<file path="src/rtl/apb2axi_txn_sched_if.sv">
// Bus bundle for the transaction scheduler: gateway input, WR/RD request
// outputs, completion pulses and status.
//
// Handshake semantics (pending_*, wr_push_*, rd_push_*): a transfer happens on
// a rising aclk edge where valid && ready (pending_pop plays the ready role on
// the gateway side). Once valid is raised, valid and data stay stable until the
// transfer happens. Ready may depend combinationally on valid. Valid never
// depends on ready.
interface apb2axi_txn_sched_if #(
  parameter int ENTRY_W = 32,
  parameter int DEPTH   = 4,
  parameter int STALL_W = 16
);
  // Gateway side
  logic                     pending_valid;
  logic [ENTRY_W-1:0]       pending_entry;
  logic                     pending_pop;
  // Write request FIFO side
  logic                     wr_push_valid;
  logic                     wr_push_ready;
  logic [ENTRY_W-1:0]       wr_push_data;
  // Read request FIFO side
  logic                     rd_push_valid;
  logic                     rd_push_ready;
  logic [ENTRY_W-1:0]       rd_push_data;
  // Completion pulses
  logic                     wr_done;
  logic                     rd_done;
  // Status
  logic [$clog2(DEPTH):0]   q_count;
  logic [7:0]               wr_credits;
  logic [7:0]               rd_credits;
  logic [STALL_W-1:0]       stall_cnt;
  logic                     credit_err;

  // Scheduler side
  modport slave (
    input  pending_valid, pending_entry, wr_push_ready, rd_push_ready,
           wr_done, rd_done,
    output pending_pop, wr_push_valid, wr_push_data, rd_push_valid,
           rd_push_data, q_count, wr_credits, rd_credits, stall_cnt,
           credit_err
  );

  // Environment side (gateway, FIFOs, completion logic)
  modport master (
    output pending_valid, pending_entry, wr_push_ready, rd_push_ready,
           wr_done, rd_done,
    input  pending_pop, wr_push_valid, wr_push_data, rd_push_valid,
           rd_push_data, q_count, wr_credits, rd_credits, stall_cnt,
           credit_err
  );
endinterface

</file>
<file path="src/rtl/apb2axi_txn_sched.sv">
// Credit-aware in-order transaction scheduler (AXI clock domain).
// Committed gateway entries go into a small circular queue. The head entry is
// dispatched into a per-direction registered output stage when that stage is
// free and the direction has outstanding-transaction credit. The MSB of an
// entry is its is_write flag. Dispatch is strictly in order: a blocked head
// blocks everything behind it, whatever the direction.
module apb2axi_txn_sched #(
  parameter int ENTRY_W    = 32,  // packed directory entry width
  parameter int DEPTH      = 4,   // power of 2, >= 2
  parameter int WR_CREDITS = 4,   // 1..255
  parameter int RD_CREDITS = 4,   // 1..255
  parameter int STALL_W    = 16
) (
  input  logic aclk,
  input  logic areset,
  apb2axi_txn_sched_if.slave bus
);

  localparam int            AW     = $clog2(DEPTH);
  localparam int            CW     = AW + 1;
  localparam logic [CW-1:0] FULL   = CW'(DEPTH);
  localparam logic [7:0]    WR_MAX = 8'(WR_CREDITS);
  localparam logic [7:0]    RD_MAX = 8'(RD_CREDITS);

  logic [ENTRY_W-1:0] r_q [DEPTH];
  logic [AW-1:0]      r_head;
  logic [AW-1:0]      r_tail;
  logic [CW-1:0]      r_count;
  logic               r_wr_valid;
  logic [ENTRY_W-1:0] r_wr_data;
  logic               r_rd_valid;
  logic [ENTRY_W-1:0] r_rd_data;
  logic [7:0]         r_wr_cred;
  logic [7:0]         r_rd_cred;
  logic [STALL_W-1:0] r_stall;
  logic               r_credit_err;

  logic               w_accept;
  logic               w_not_empty;
  logic [ENTRY_W-1:0] w_head_entry;
  logic               w_head_is_wr;
  logic               w_wr_free;
  logic               w_rd_free;
  logic               w_disp_wr;
  logic               w_disp_rd;
  logic               w_disp;

  // Acceptance looks only at the registered count, so a full queue never
  // accepts even when the head leaves on the same edge.
  assign w_accept     = bus.pending_valid && (r_count < FULL);
  assign w_not_empty  = (r_count != '0);
  assign w_head_entry = r_q[r_head];
  assign w_head_is_wr = w_head_entry[ENTRY_W-1];

  // An output register can take a new entry if empty or draining this cycle.
  assign w_wr_free = !r_wr_valid || bus.wr_push_ready;
  assign w_rd_free = !r_rd_valid || bus.rd_push_ready;

  assign w_disp_wr = w_not_empty &&  w_head_is_wr && w_wr_free && (r_wr_cred != 8'd0);
  assign w_disp_rd = w_not_empty && !w_head_is_wr && w_rd_free && (r_rd_cred != 8'd0);
  assign w_disp    = w_disp_wr || w_disp_rd;

  // Queue storage: written at the tail on accept; contents need no reset.
  always_ff @(posedge aclk) begin
    if (w_accept) r_q[r_tail] <= bus.pending_entry;
  end

  // Pointers wrap naturally because DEPTH is a power of 2.
  always_ff @(posedge aclk or posedge areset) begin
    if (areset) begin
      r_head  <= '0;
      r_tail  <= '0;
      r_count <= '0;
    end else begin
      if (w_accept) r_tail <= r_tail + AW'(1);
      if (w_disp)   r_head <= r_head + AW'(1);
      r_count <= r_count + CW'(w_accept) - CW'(w_disp);
    end
  end

  // Write output stage: load on dispatch, hold while stalled, drop on transfer.
  always_ff @(posedge aclk or posedge areset) begin
    if (areset) begin
      r_wr_valid <= 1'b0;
      r_wr_data  <= '0;
    end else if (w_disp_wr) begin
      r_wr_valid <= 1'b1;
      r_wr_data  <= w_head_entry;
    end else if (r_wr_valid && bus.wr_push_ready) begin
      r_wr_valid <= 1'b0;
    end
  end

  // Read output stage: same behaviour as the write stage.
  always_ff @(posedge aclk or posedge areset) begin
    if (areset) begin
      r_rd_valid <= 1'b0;
      r_rd_data  <= '0;
    end else if (w_disp_rd) begin
      r_rd_valid <= 1'b1;
      r_rd_data  <= w_head_entry;
    end else if (r_rd_valid && bus.rd_push_ready) begin
      r_rd_valid <= 1'b0;
    end
  end

  // Credits: next = cur - dispatch + done. A done at max without a same-cycle
  // dispatch is dropped and flagged in the sticky error bit.
  always_ff @(posedge aclk or posedge areset) begin
    if (areset) begin
      r_wr_cred    <= WR_MAX;
      r_rd_cred    <= RD_MAX;
      r_credit_err <= 1'b0;
    end else begin
      if (w_disp_wr && !bus.wr_done) begin
        r_wr_cred <= r_wr_cred - 8'd1;
      end else if (!w_disp_wr && bus.wr_done) begin
        if (r_wr_cred == WR_MAX) r_credit_err <= 1'b1;
        else                     r_wr_cred    <= r_wr_cred + 8'd1;
      end
      if (w_disp_rd && !bus.rd_done) begin
        r_rd_cred <= r_rd_cred - 8'd1;
      end else if (!w_disp_rd && bus.rd_done) begin
        if (r_rd_cred == RD_MAX) r_credit_err <= 1'b1;
        else                     r_rd_cred    <= r_rd_cred + 8'd1;
      end
    end
  end

  // Head-of-line stall counter: clears on dispatch, saturates, holds when empty.
  always_ff @(posedge aclk or posedge areset) begin
    if (areset) begin
      r_stall <= '0;
    end else if (w_disp) begin
      r_stall <= '0;
    end else if (w_not_empty && (r_stall != {STALL_W{1'b1}})) begin
      r_stall <= r_stall + STALL_W'(1);
    end
  end

  assign bus.pending_pop   = w_accept;
  assign bus.wr_push_valid = r_wr_valid;
  assign bus.wr_push_data  = r_wr_data;
  assign bus.rd_push_valid = r_rd_valid;
  assign bus.rd_push_data  = r_rd_data;
  assign bus.q_count       = r_count;
  assign bus.wr_credits    = r_wr_cred;
  assign bus.rd_credits    = r_rd_cred;
  assign bus.stall_cnt     = r_stall;
  assign bus.credit_err    = r_credit_err;

endmodule

</file>
<file path="src/flat_wrapper.sv">
// flat-port wrapper written by rule: the top's interface ports become plain ports
module apb2axi_txn_sched_flat 
#(
  parameter int ENTRY_W    = 32,                                 
  parameter int DEPTH      = 4,                      
  parameter int WR_CREDITS = 4,            
  parameter int RD_CREDITS = 4,            
  parameter int STALL_W    = 16
)
  (aclk, areset, bus_pending_valid, bus_pending_entry, bus_wr_push_ready, bus_rd_push_ready, bus_wr_done, bus_rd_done, bus_pending_pop, bus_wr_push_valid, bus_wr_push_data, bus_rd_push_valid, bus_rd_push_data, bus_q_count, bus_wr_credits, bus_rd_credits, bus_stall_cnt, bus_credit_err);
  apb2axi_txn_sched_if #(.ENTRY_W(ENTRY_W), .DEPTH(DEPTH), .STALL_W(STALL_W)) bus_i ();
  input  logic aclk;
  input  logic areset;
  input wire logic [$bits(bus_i.pending_valid)-1:0] bus_pending_valid;
  input wire logic [$bits(bus_i.pending_entry)-1:0] bus_pending_entry;
  input wire logic [$bits(bus_i.wr_push_ready)-1:0] bus_wr_push_ready;
  input wire logic [$bits(bus_i.rd_push_ready)-1:0] bus_rd_push_ready;
  input wire logic [$bits(bus_i.wr_done)-1:0] bus_wr_done;
  input wire logic [$bits(bus_i.rd_done)-1:0] bus_rd_done;
  output wire logic [$bits(bus_i.pending_pop)-1:0] bus_pending_pop;
  output wire logic [$bits(bus_i.wr_push_valid)-1:0] bus_wr_push_valid;
  output wire logic [$bits(bus_i.wr_push_data)-1:0] bus_wr_push_data;
  output wire logic [$bits(bus_i.rd_push_valid)-1:0] bus_rd_push_valid;
  output wire logic [$bits(bus_i.rd_push_data)-1:0] bus_rd_push_data;
  output wire logic [$bits(bus_i.q_count)-1:0] bus_q_count;
  output wire logic [$bits(bus_i.wr_credits)-1:0] bus_wr_credits;
  output wire logic [$bits(bus_i.rd_credits)-1:0] bus_rd_credits;
  output wire logic [$bits(bus_i.stall_cnt)-1:0] bus_stall_cnt;
  output wire logic [$bits(bus_i.credit_err)-1:0] bus_credit_err;
  assign bus_i.pending_valid = bus_pending_valid;
  assign bus_i.pending_entry = bus_pending_entry;
  assign bus_i.wr_push_ready = bus_wr_push_ready;
  assign bus_i.rd_push_ready = bus_rd_push_ready;
  assign bus_i.wr_done = bus_wr_done;
  assign bus_i.rd_done = bus_rd_done;
  assign bus_pending_pop = bus_i.pending_pop;
  assign bus_wr_push_valid = bus_i.wr_push_valid;
  assign bus_wr_push_data = bus_i.wr_push_data;
  assign bus_rd_push_valid = bus_i.rd_push_valid;
  assign bus_rd_push_data = bus_i.rd_push_data;
  assign bus_q_count = bus_i.q_count;
  assign bus_wr_credits = bus_i.wr_credits;
  assign bus_rd_credits = bus_i.rd_credits;
  assign bus_stall_cnt = bus_i.stall_cnt;
  assign bus_credit_err = bus_i.credit_err;
  apb2axi_txn_sched #(.ENTRY_W(ENTRY_W), .DEPTH(DEPTH), .WR_CREDITS(WR_CREDITS), .RD_CREDITS(RD_CREDITS), .STALL_W(STALL_W)) u_core (.aclk(aclk), .areset(areset), .bus(bus_i));
endmodule
</file>
<file path="config.mk">
export PLATFORM = sky130hd
export DESIGN_NAME = apb2axi_txn_sched_flat
export DESIGN_NICKNAME = d
export VERILOG_FILES = /design/src/rtl/apb2axi_txn_sched_if.sv /design/src/rtl/apb2axi_txn_sched.sv /design/src/flat_wrapper.sv
export SDC_FILE = /design/constraint.sdc
export NUM_CORES = 1
export LEC_CHECK = 0
export CORE_MARGIN = 3
export CORE_UTILIZATION = 33
export DETAILED_ROUTE_END_ITERATION = 6
export GPL_TIMING_DRIVEN = 0
export MAX_ROUTING_LAYER = met4
export SYNTH_ARGS = -nofsm -noshare
export SYNTH_HDL_FRONTEND = slang
export SYNTH_SLANG_ARGS = --single-unit
</file>
<file path="constraint.sdc">
create_clock -name aclk -period 10 [get_ports aclk]
set_clock_uncertainty 0.15 [all_clocks]
set_input_delay 3 -clock aclk [delete_from_list [all_inputs] [get_ports aclk]]
set_output_delay 3 -clock aclk [all_outputs]
set_load 0.005 [all_outputs]
</file>
[Word-level counts from Yosys, hierarchy flattened]
Memories as Yosys holds them, arrays and structs flattened.
Index checks and enable logic that the tools add are counted.
Operators by class
  add/sub/neg operators: 9
  order comparisons: 1
  equal/unequal tests: 5
  muxes and demuxes: 20
  reduce and logical (&&, ||, !) cells: 34
Operators with widths (number)
  8-bit 2-to-1 mux: 6
  16-bit 2-to-1 mux: 2
  16-bit by 1-bit adder with 16-bit output (second input constant): 1
  8-bit by 1-bit adder with 8-bit output (second input constant): 2
  8-bit by 3-bit == test with 1-bit output (second input constant): 2
  16-bit inequality test (second input constant): 1
  8-bit nonzero test: 2
  8-bit by 1-bit subtractor with 8-bit output (second input constant): 2
  1-bit logical AND: 14
  1-bit 2-to-1 mux: 12
  2-bit nonzero test: 5
  1-bit zero test: 7
  2-bit by 1-bit adder with 2-bit output (second input constant): 2
  2-bit by 1-bit inequality test with 1-bit output (second input constant): 2
  2-bit AND reduction: 2
  3-bit by 1-bit adder with 3-bit output: 1
  1-bit logical OR: 3
  3-bit less-than comparator (second input constant): 1
  3-bit nonzero test: 1
  3-bit by 1-bit subtractor with 3-bit output: 1
Storage, ports and cells
  register bits after elaboration: 106
  bits in writable memories: 128
  input bits: 39
  output and inout port bits: 103
  word-level logic and storage cells: 81
  memories kept: 1
Memory list
  u_core.r_q: words 4, width 32, rd ports 1, clocked after memory_dff 0, write ports 1, line apb2axi_txn_sched.sv:25  | logic [ENTRY_W-1:0] r_q [DEPTH];

[Longest topological paths before layout]
Gate-level depths: netlist of run 1.
  depth in word-level cells: 11
  depth in mapped cells: 15
  mapped depth without buffers: 12

[Worst setup path before layout of run 1]
No wires, ideal clock.
  path type: input to output
  start point: input port bus_pending_valid
  end point: output port bus_pending_pop
  arrival time: 3.340 ns
  required time: 6.850 ns
  path slack: 3.510 ns
  cell stages on the path: 2
  path buffers: 1
  cell sequence: nor2b_1 clkbuf_1
On the way
  word-level cells in the longest chain between the ends: 1
RTL lines
  from (decl): line flat_wrapper.sv:14  | input wire logic [$bits(bus_i.pending_valid)-1:0] bus_pending_valid;
  1-bit logical AND: line apb2axi_txn_sched.sv:50  | assign w_accept = bus.pending_valid && (r_count < FULL);
  to (decl): line flat_wrapper.sv:20  | output wire logic [$bits(bus_i.pending_pop)-1:0] bus_pending_pop;
No other way between the ends.

[Worst setup path in the final report of run 1]
Same ends and word-level chain as after synthesis.

==> run summary, run 1 <==
=================================================================================================================
Resized cells post-CTS .............................................................................            0
Number of cells traversed by the worst register-to-register path ...................................           13
Xor/xnor share of the synthesized area .............................................................        2.71%
Reg-to-reg startpoint .............................................................................. u_core.bus.rd_credits[3]$_DFFE_PP0P_
GR Util All Layers .................................................................................        13.8%
Routed length per placed instance ..................................................................      18.1 um
Final routed DRC violation total ...................................................................            0
Arithmetic-cell share of the synthesized area counting full adders, half adders and majority gates .        3.58%
Total negative slack for setup checks ..............................................................         0 ps
Number of global-route vias before repair ..........................................................        5,809
Layout cells sized above 1 .........................................................................        18.3%
Largest fanout on the critical path ................................................................            9
Sum of buffers and inverters on the critical path ..................................................            3
Final Hold Slack ...................................................................................       319 ps
Wire length of the first global-routing pass .......................................................      33.1 mm
Syn Nets ...........................................................................................          637
Slew @ Worst Pin ...................................................................................      1020 ps
Maximum vdd ir drop ................................................................................     0.179 mV
Synthesis-to-layout area growth ....................................................................        29.9%
Largest net degree at the start of global routing ..................................................           72
Floorplan die height ...............................................................................       178 um
Cell area power density ............................................................................  327 nW/um^2
RSZ-0062 raised after global routing ...............................................................        false
Deepest clock path buffer count ....................................................................            3
Standard cell core area ............................................................................  28,900 um^2
Synth area leader ..................................................................................     edfxtp_1
Beginning of the worst hold path ................................................................... u_core.bus.wr_push_data[31]$_DFFE_PP0P_
CP endpoint kind ...................................................................................   output pin
Cell with the most instances on the worst path ..................................................... clkdlybuf4s50_1
Crit path time final ...............................................................................      7660 ps
Status .............................................................................................    completed
First-pass iteration count of the detailed router ..................................................            4
Critical Path, Cell by Cell ........................................................................ clkdlybuf4s50_1, nor2b_1, clkbuf_1, clkdlybuf4s50_1
# port buffers .....................................................................................          141
Final GP Congestion ................................................................................        0.781
Hold Crit Depth ....................................................................................            1
Buffer cell driving the clock tree root ............................................................    clkbuf_16
Compound-Gate Fraction of Synth Area ...............................................................        3.22%
Slowest-stage cell, CP ............................................................................. clkdlybuf4s50_1
Wirelength, routed .................................................................................      20.8 mm
Critical path data arrival time ....................................................................      4510 ps
Leakage dissipation ................................................................................      4.75 nW
Max-slew violation count ...........................................................................            0
Number of flops mapped to enable cells by yosys ....................................................          128
Clock transition at the registers of the reported paths ............................................        50 ps
Category of cells accounting for the largest share of critical-path delay .......................... buffers and inverters
Initial antenna violation count ....................................................................            3
Gate count of the mapped netlist ...................................................................          572
Area share of the largest cell type after synthesis ................................................        39.6%
Setup Crit Path Kind ............................................................................... primary input to output pin
Overflow left after global routing .................................................................            0
Total power ........................................................................................      4.12 mW
Number of distinct library cells after synthesis ...................................................           45
Post-synth design cell area ........................................................................    9710 um^2
Clock latency on the worst-skew pair ...............................................................       520 ps
Relative max-transition margin .....................................................................        31.7%
Multiplexer share of the synthesized area ..........................................................        16.8%
Final number of hold-violating endpoints ...........................................................            0
Total area of sequential cells .....................................................................    6500 um^2
Class of the most critical hold timing path ........................................................ flip-flop to flip-flop
Clock Sink Count ...................................................................................          234
Die W ..............................................................................................       178 um
Endpoint of the most critical register-to-register path ............................................ u_core.bus.rd_credits[7]$_DFFE_PP0P_
Initial cell density of the core ...................................................................        33.6%
Area of the die ....................................................................................  31,500 um^2
Vias per Instance ..................................................................................         4.75
Post-Syn Area per Cell .............................................................................    17.0 um^2
Number of endpoints failing setup at the final stage ...............................................            0
Highest clock frequency the design can meet ........................................................      130 MHz
Clock tree from TritonCTS ..........................................................................        built
Number of ports placed on the die boundary .........................................................          142
Post-route ant nets ................................................................................            0
Number of H-tree branching levels ..................................................................            1
Area used by multi-input combinational logic .......................................................    3020 um^2
Sort of element at the start of the critical path .................................................. primary input
Hold Buf Count CTS .................................................................................            0
Maximum Capacitance Violations .....................................................................            0
Fin nets ...........................................................................................          811
Number of CTS-inserted buffers .....................................................................           26
Reg-to-reg slack, setup ............................................................................      6020 ps
Cell types occupying the most area after synthesis ................................................. edfxtp_1, dfrtp_1, mux4_2
Largest family of logic cells by synthesized area .................................................. multiplexers
Core Rows ..........................................................................................           62
Sequential-to-total area share from yosys stat .....................................................        67.0%
Post-synthesis register bit count ..................................................................          234
Iteration-0 DRC count of the detailed router .......................................................          280
DP Wirelength ......................................................................................      13.9 mm
Synthesis Warnings .................................................................................            0
Slowest Stage Delay on Critical Path ...............................................................       590 ps
Simple-gate share of the synthesized area ..........................................................        4.76%
Setup repair bufs after CTS ........................................................................            0
Hold path endpoint ................................................................................. u_core.bus.wr_push_data[31]$_DFFE_PP0P_
Number of fill cells in the layout .................................................................        2,596
Share of flip-flops with an asynchronous set or reset after synthesis ..............................        45.3%
Total via count after detailed routing .............................................................        5,471
Required time of the critical path .................................................................      6850 ps
Most common flop cell mapped by yosys ..............................................................     edfxtp_1
Share of the cycle needed by the critical path after routing .......................................        76.6%
=================================================================================================================
[per-stage QoR]
step | cell area [um^2] | utilization [%] | worst slack (ps) | instances
finish | 12600 | 43.7 | 2340 | 1153
global route | 12600 | 43.7 | 2230 | 1153
CTS | 12600 | 43.7 | 2320 | 1150
detailed placement | 11700 | 40.6 | 2320 | 1102
global placement | 11600 | 40.2 | 1920 | 1097
floorplan | 9710 | - | 3510 | 572
[cells in the final DEF (no fill, tap or decap), types with 6 or more instances in the layout]
cell	netlist	final
xnor2_1	21	21
nand2_1	17	17
nor2_1	23	23
mux2_4	26	26
buf_2	7	7
dfrtp_1	104	104
mux4_2	32	32
o21ai_0	7	7
a211oi_1	6	6
inv_1	19	18
ha_1	23	23
xor2_1	9	9
mux2_2	17	17
clkbuf_16	0	27
clkdlybuf4s50_1	0	141
nand3_1	7	7
clkbuf_1	9	16
edfxtp_1	128	128
o211ai_1	6	6
a21oi_1	12	12
mux2_1	27	27
[worst reg2reg max path, cell delays in order, from the launching register on]
cell      delay [ps]
dfrtp_1          410
nor4_1           750
a21o_1           240
or2_1            120
buf_6            170
buf_6            220
inv_1             70
ha_1             300
ha_1             340
a211oi_1         230
o21ai_0          180
o31ai_1          350
mux2i_1          260
xnor2_1          130
[synth_stat cells (9+ instances only)]
master and count:
a21oi_1 12, clkbuf_1 9, dfrtp_1 104, edfxtp_1 128, ha_1 23, inv_1 19
mux2_1 27, mux2_2 17, mux2_4 26, mux4_2 32, nand2_1 17, nor2_1 23
xnor2_1 21, xor2_1 9
[state kept, by name, summed over array words and instances (netlist names)]
name,count
u_core.bus.rd_credits,8
u_core.r_q,128
u_core.bus.wr_push_valid,1
u_core.bus.credit_err,1
u_core.bus.wr_push_data,32
u_core.bus.rd_push_valid,1
u_core.bus.stall_cnt,16
u_core.bus.q_count,3
u_core.bus.rd_push_data,32
u_core.bus.wr_credits,8
u_core.r_head,2
u_core.r_tail,2
[layout make-up]
type | instances | share of cell area [%]
Antenna cell | 3 | 0.0596
Buffer | 21 | 0.993
Clock inverter | 11 | 1.09
Inverter | 19 | 0.606
Sequential cell | 234 | 51.6
Multi-Input combinational cell | 298 | 23.9
Clock buffer | 37 | 5.90
Timing Repair Buffer | 146 | 12.1
Tap cell | 384 | 3.81
[power by group]
group	total [mW]	internal, mW	switching [mW]
Clock	0.975	0.594	0.381
Sequential	1.46	1.31	0.151
Combinational	1.69	0.965	0.726
[routing by layer]
layer	vias up	share of wire [%]	GRT usage [%]	wire, um
met5	-	0	-	0
met4	0	1.8	2.88	368
met3	32	7.2	4.04	1500
met2	137	47	21.8	9810
met1	2781	44	17.7	9140
li1	2521	-	-	-
[how the worst max path moves through the flow]
stage | start | end | depth (start not counted)
2_1_floorplan | bus_pending_valid | bus_pending_pop | 2
3_3_place_gp | areset | u_core.bus.rd_push_data[19]$_DFFE_PP0P_ | 2
3_5_place_dp | bus_pending_valid | bus_pending_pop | 4
4_1_cts | bus_pending_valid | bus_pending_pop | 4
5_1_grt | bus_pending_valid | bus_pending_pop | 4
6_report | bus_pending_valid | bus_pending_pop | 4
[cells by family (layout without fill, tap and decap cells)]
logic type / after synthesis / in the layout
XOR/XNOR: 30 / 30
buffers and inverters: 40 / 234
flip-flops: 234 / 234
adder cells (fa/ha/maj): 26 / 26
multiplexers: 104 / 104
AND/OR/NAND/NOR: 91 / 91
other: 0 / 3
AO/OA/AOI/OAI: 47 / 47
(Power assumes the default switching activity.)
==> run 2, diff against run 1 <==
==> constraint.sdc (replaced) <==
create_clock -name aclk -period 6.4 [get_ports aclk]
set_clock_uncertainty 0.15 [all_clocks]
set_input_delay 1.92 -clock aclk [delete_from_list [all_inputs] [get_ports aclk]]
set_output_delay 1.92 -clock aclk [all_outputs]
set_load 0.005 [all_outputs]
==> results of run 2 <==
The final DEF is identical to that of run 1. Status: completed.
Among the figures that moved: setup slack after placement 2320 ps -> 882 ps; setup slack after layout 2340 ps -> 896 ps; register-to-register setup slack 6020 ps -> 2420 ps; total power 4.12 mW -> 6.44 mW; worst IR drop on VDD 0.179 mV -> 0.279 mV
==> run 3, diff against run 2 <==
--- a/config.mk
+++ b/config.mk
@@ -9,7 +9,8 @@
 export CORE_UTILIZATION = 33
 export DETAILED_ROUTE_END_ITERATION = 6
 export GPL_TIMING_DRIVEN = 0
-export MAX_ROUTING_LAYER = met4
+export REMOVE_ABC_BUFFERS = 1
+export SKIP_LAST_GASP = 1
 export SYNTH_ARGS = -nofsm -noshare
 export SYNTH_HDL_FRONTEND = slang
 export SYNTH_SLANG_ARGS = --single-unit
==> run summary, run 3 (synthesized netlist as in run 1, its figures left out) <==
===========================================================================
# port buffers ...............................................          141   unchanged
Clock tree from TritonCTS ....................................        built   unchanged
Status .......................................................    completed   unchanged
Setup Crit Path Kind ......................................... primary input to output pin   unchanged
Final number of hold-violating endpoints .....................            0   unchanged
Deepest clock path buffer count ..............................            3   unchanged
Vias per Instance ............................................         4.71   was 4.75
Floorplan die height .........................................       178 um   unchanged
Most common cell after layout, fill and taps aside ........... clkdlybuf4s50_1   unchanged
Number of endpoints failing setup at the final stage .........            0   unchanged
Required time of the critical path ...........................      4330 ps   about the same
Antenna diode count ..........................................            0   was 3
Maximum vdd ir drop ..........................................     0.251 mV   was 0.279 mV
Core Rows ....................................................           62   unchanged
Clock transition at the registers of the reported paths ......        60 ps   was 50 ps
Number of ports placed on the die boundary ...................          142   unchanged
Largest fanout on the critical path ..........................            9   unchanged
Largest register by flop count ...............................   u_core.r_q   unchanged
Buffer cell driving the clock tree root ......................    clkbuf_16   unchanged
Synthesis-to-layout area growth ..............................        30.1%   was 29.9%
Dpl ws .......................................................       804 ps   was 882 ps
Standard cell core area ......................................  28,900 um^2   unchanged
RSZ-0062 raised after global routing .........................        false   unchanged
Fin area .....................................................  12,600 um^2   about the same
Area of the die ..............................................  31,500 um^2   unchanged
Final routed DRC violation total .............................            0   unchanged
Number of H-tree branching levels ............................            1   unchanged
Class of the most critical hold timing path .................. flip-flop to flip-flop   unchanged
Leakage dissipation ..........................................      4.74 nW   was 4.75 nW
Max-slew violation count .....................................            0   unchanged
Wire length of the first global-routing pass .................      32.7 mm   was 33.1 mm
Hold Buf Count CTS ...........................................            0   unchanged
Wirelength, routed ...........................................      20.3 mm   was 20.8 mm
Max reg flops ................................................          128   unchanged
Sort of element at the start of the critical path ............ primary input   unchanged
Resized cells post-CTS .......................................            0   unchanged
Routed length per placed instance ............................      17.9 um   was 18.1 um
Clock latency on the worst-skew pair .........................       540 ps   was 520 ps
First-pass iteration count of the detailed router ............            4   unchanged
Maximum Capacitance Violations ...............................            0   unchanged
CP endpoint kind .............................................   output pin   unchanged
Highest clock frequency the design can meet ..................      180 MHz   was 182 MHz
Final GP Congestion ..........................................        0.759   was 0.781
DP Wirelength ................................................      13.6 mm   was 13.9 mm
Total negative slack for setup checks ........................         0 ps   unchanged
Placed cell count ............................................        1,085   was 1,102
Number of global-route vias before repair ....................        5,770   was 5,809
Cell area power density ......................................  514 nW/um^2   was 511 nW/um^2
Relative max-transition margin ...............................        30.0%   was 31.7%
Critical path data arrival time ..............................      3500 ps   was 3430 ps
Share of the cycle needed by the critical path after routing .        87.0%   was 86.0%
Die W ........................................................       178 um   unchanged
Clock Sink Count .............................................          234   unchanged
Initial antenna violation count ..............................            1   was 3
Total via count after detailed routing .......................        5,344   was 5,471
Placed cell areas ............................................  11,700 um^2   about the same
Leading cell types in the layout, fill and taps excluded ..... clkdlybuf4s50_1, edfxtp_1, dfrtp_1, mux4_2   unchanged
Iteration-0 DRC count of the detailed router .................          259   was 280
Overflow left after global routing ...........................            0   unchanged
Slew @ Worst Pin .............................................      1040 ps   was 1020 ps
Post-route non-filler standard cell count ....................        1,135   was 1,153
Final Worst Setup Slack ......................................       829 ps   was 896 ps
Post-route ant nets ..........................................            0   unchanged
Crit path time final .........................................      5570 ps   was 5500 ps
Initial cell density of the core .............................        33.6%   unchanged
Largest net degree at the start of global routing ............           60   was 72
Layout cells sized above 1 ...................................        18.9%   was 18.3%
Setup repair bufs after CTS ..................................            0   unchanged
Number of CTS-inserted buffers ...............................           27   was 26
GR Util All Layers ...........................................        13.1%   was 13.8%
Fin nets .....................................................          795   was 811
===========================================================================
run 3: area by class of cell:
class | instances | area, um^2
Clock buffer | 35 | 746
Clock inverter | 15 | 201
Fill cell | 2614 | 16200
Inverter | 19 | 76.3
Multi-Input combinational cell | 298 | 3020
Sequential cell | 234 | 6500
Tap cell | 384 | 480
Timing Repair Buffer | 150 | 1610
run 3: where the power goes:
part	leakage, nW	switching (mW)	internal [mW]	total (mW)
sequential	2.43	0.284	2.04	2.33
clock	0.447	0.636	0.989	1.62
combinational	1.86	1.05	1.50	2.54
total	4.74	1.97	4.53	6.50
run 3: final timing paths:
kind | from | cells past startpoint | end | slack [ps]
hold / removal | u_core.bus.credit_err$_DFF_PP0_ | 1 | u_core.bus.credit_err$_DFF_PP0_ | 320
hold reg to reg | u_core.bus.credit_err$_DFF_PP0_ | 1 | u_core.bus.credit_err$_DFF_PP0_ | 320
max in group asynchronous | areset | 3 | u_core.bus.rd_credits[2]$_DFFE_PP1P_ | 3790
min in group asynchronous | areset | 2 | u_core.bus.rd_credits[7]$_DFFE_PP0P_ | 1640
setup / recovery | bus_pending_valid | 3 | bus_pending_pop | 830
setup reg to reg | u_core.r_head[0]$_DFFE_PP0N_ | 11 | u_core.bus.rd_credits[7]$_DFFE_PP0P_ | 2220
run 3: per-stage QoR:
stage	util, %	hold slack [ps]	total power [mW]
finish	43.8	319	6.50
global route	43.8	357	6.94
CTS	43.8	327	6.62
detailed placement	40.5	313	4.95
global placement	39.8	307	4.89
floorplan	-	313	3.84
run 3: critical path: stages:
cell	delay (ps)
clkdlybuf4s50_1	440
nor2b_1	520
clkdlybuf4s50_1	620
run 3: per-layer routing:
metal | global-route usage [%] | share of wire, % | vias up
met1 | 18.2 | 46 | 2691
met5 | 0 | 0.034 | -
met2 | 20.2 | 45 | 137
li1 | - | - | 2482
met4 | 2.68 | 1.5 | 2
met3 | 4.09 | 7.2 | 32
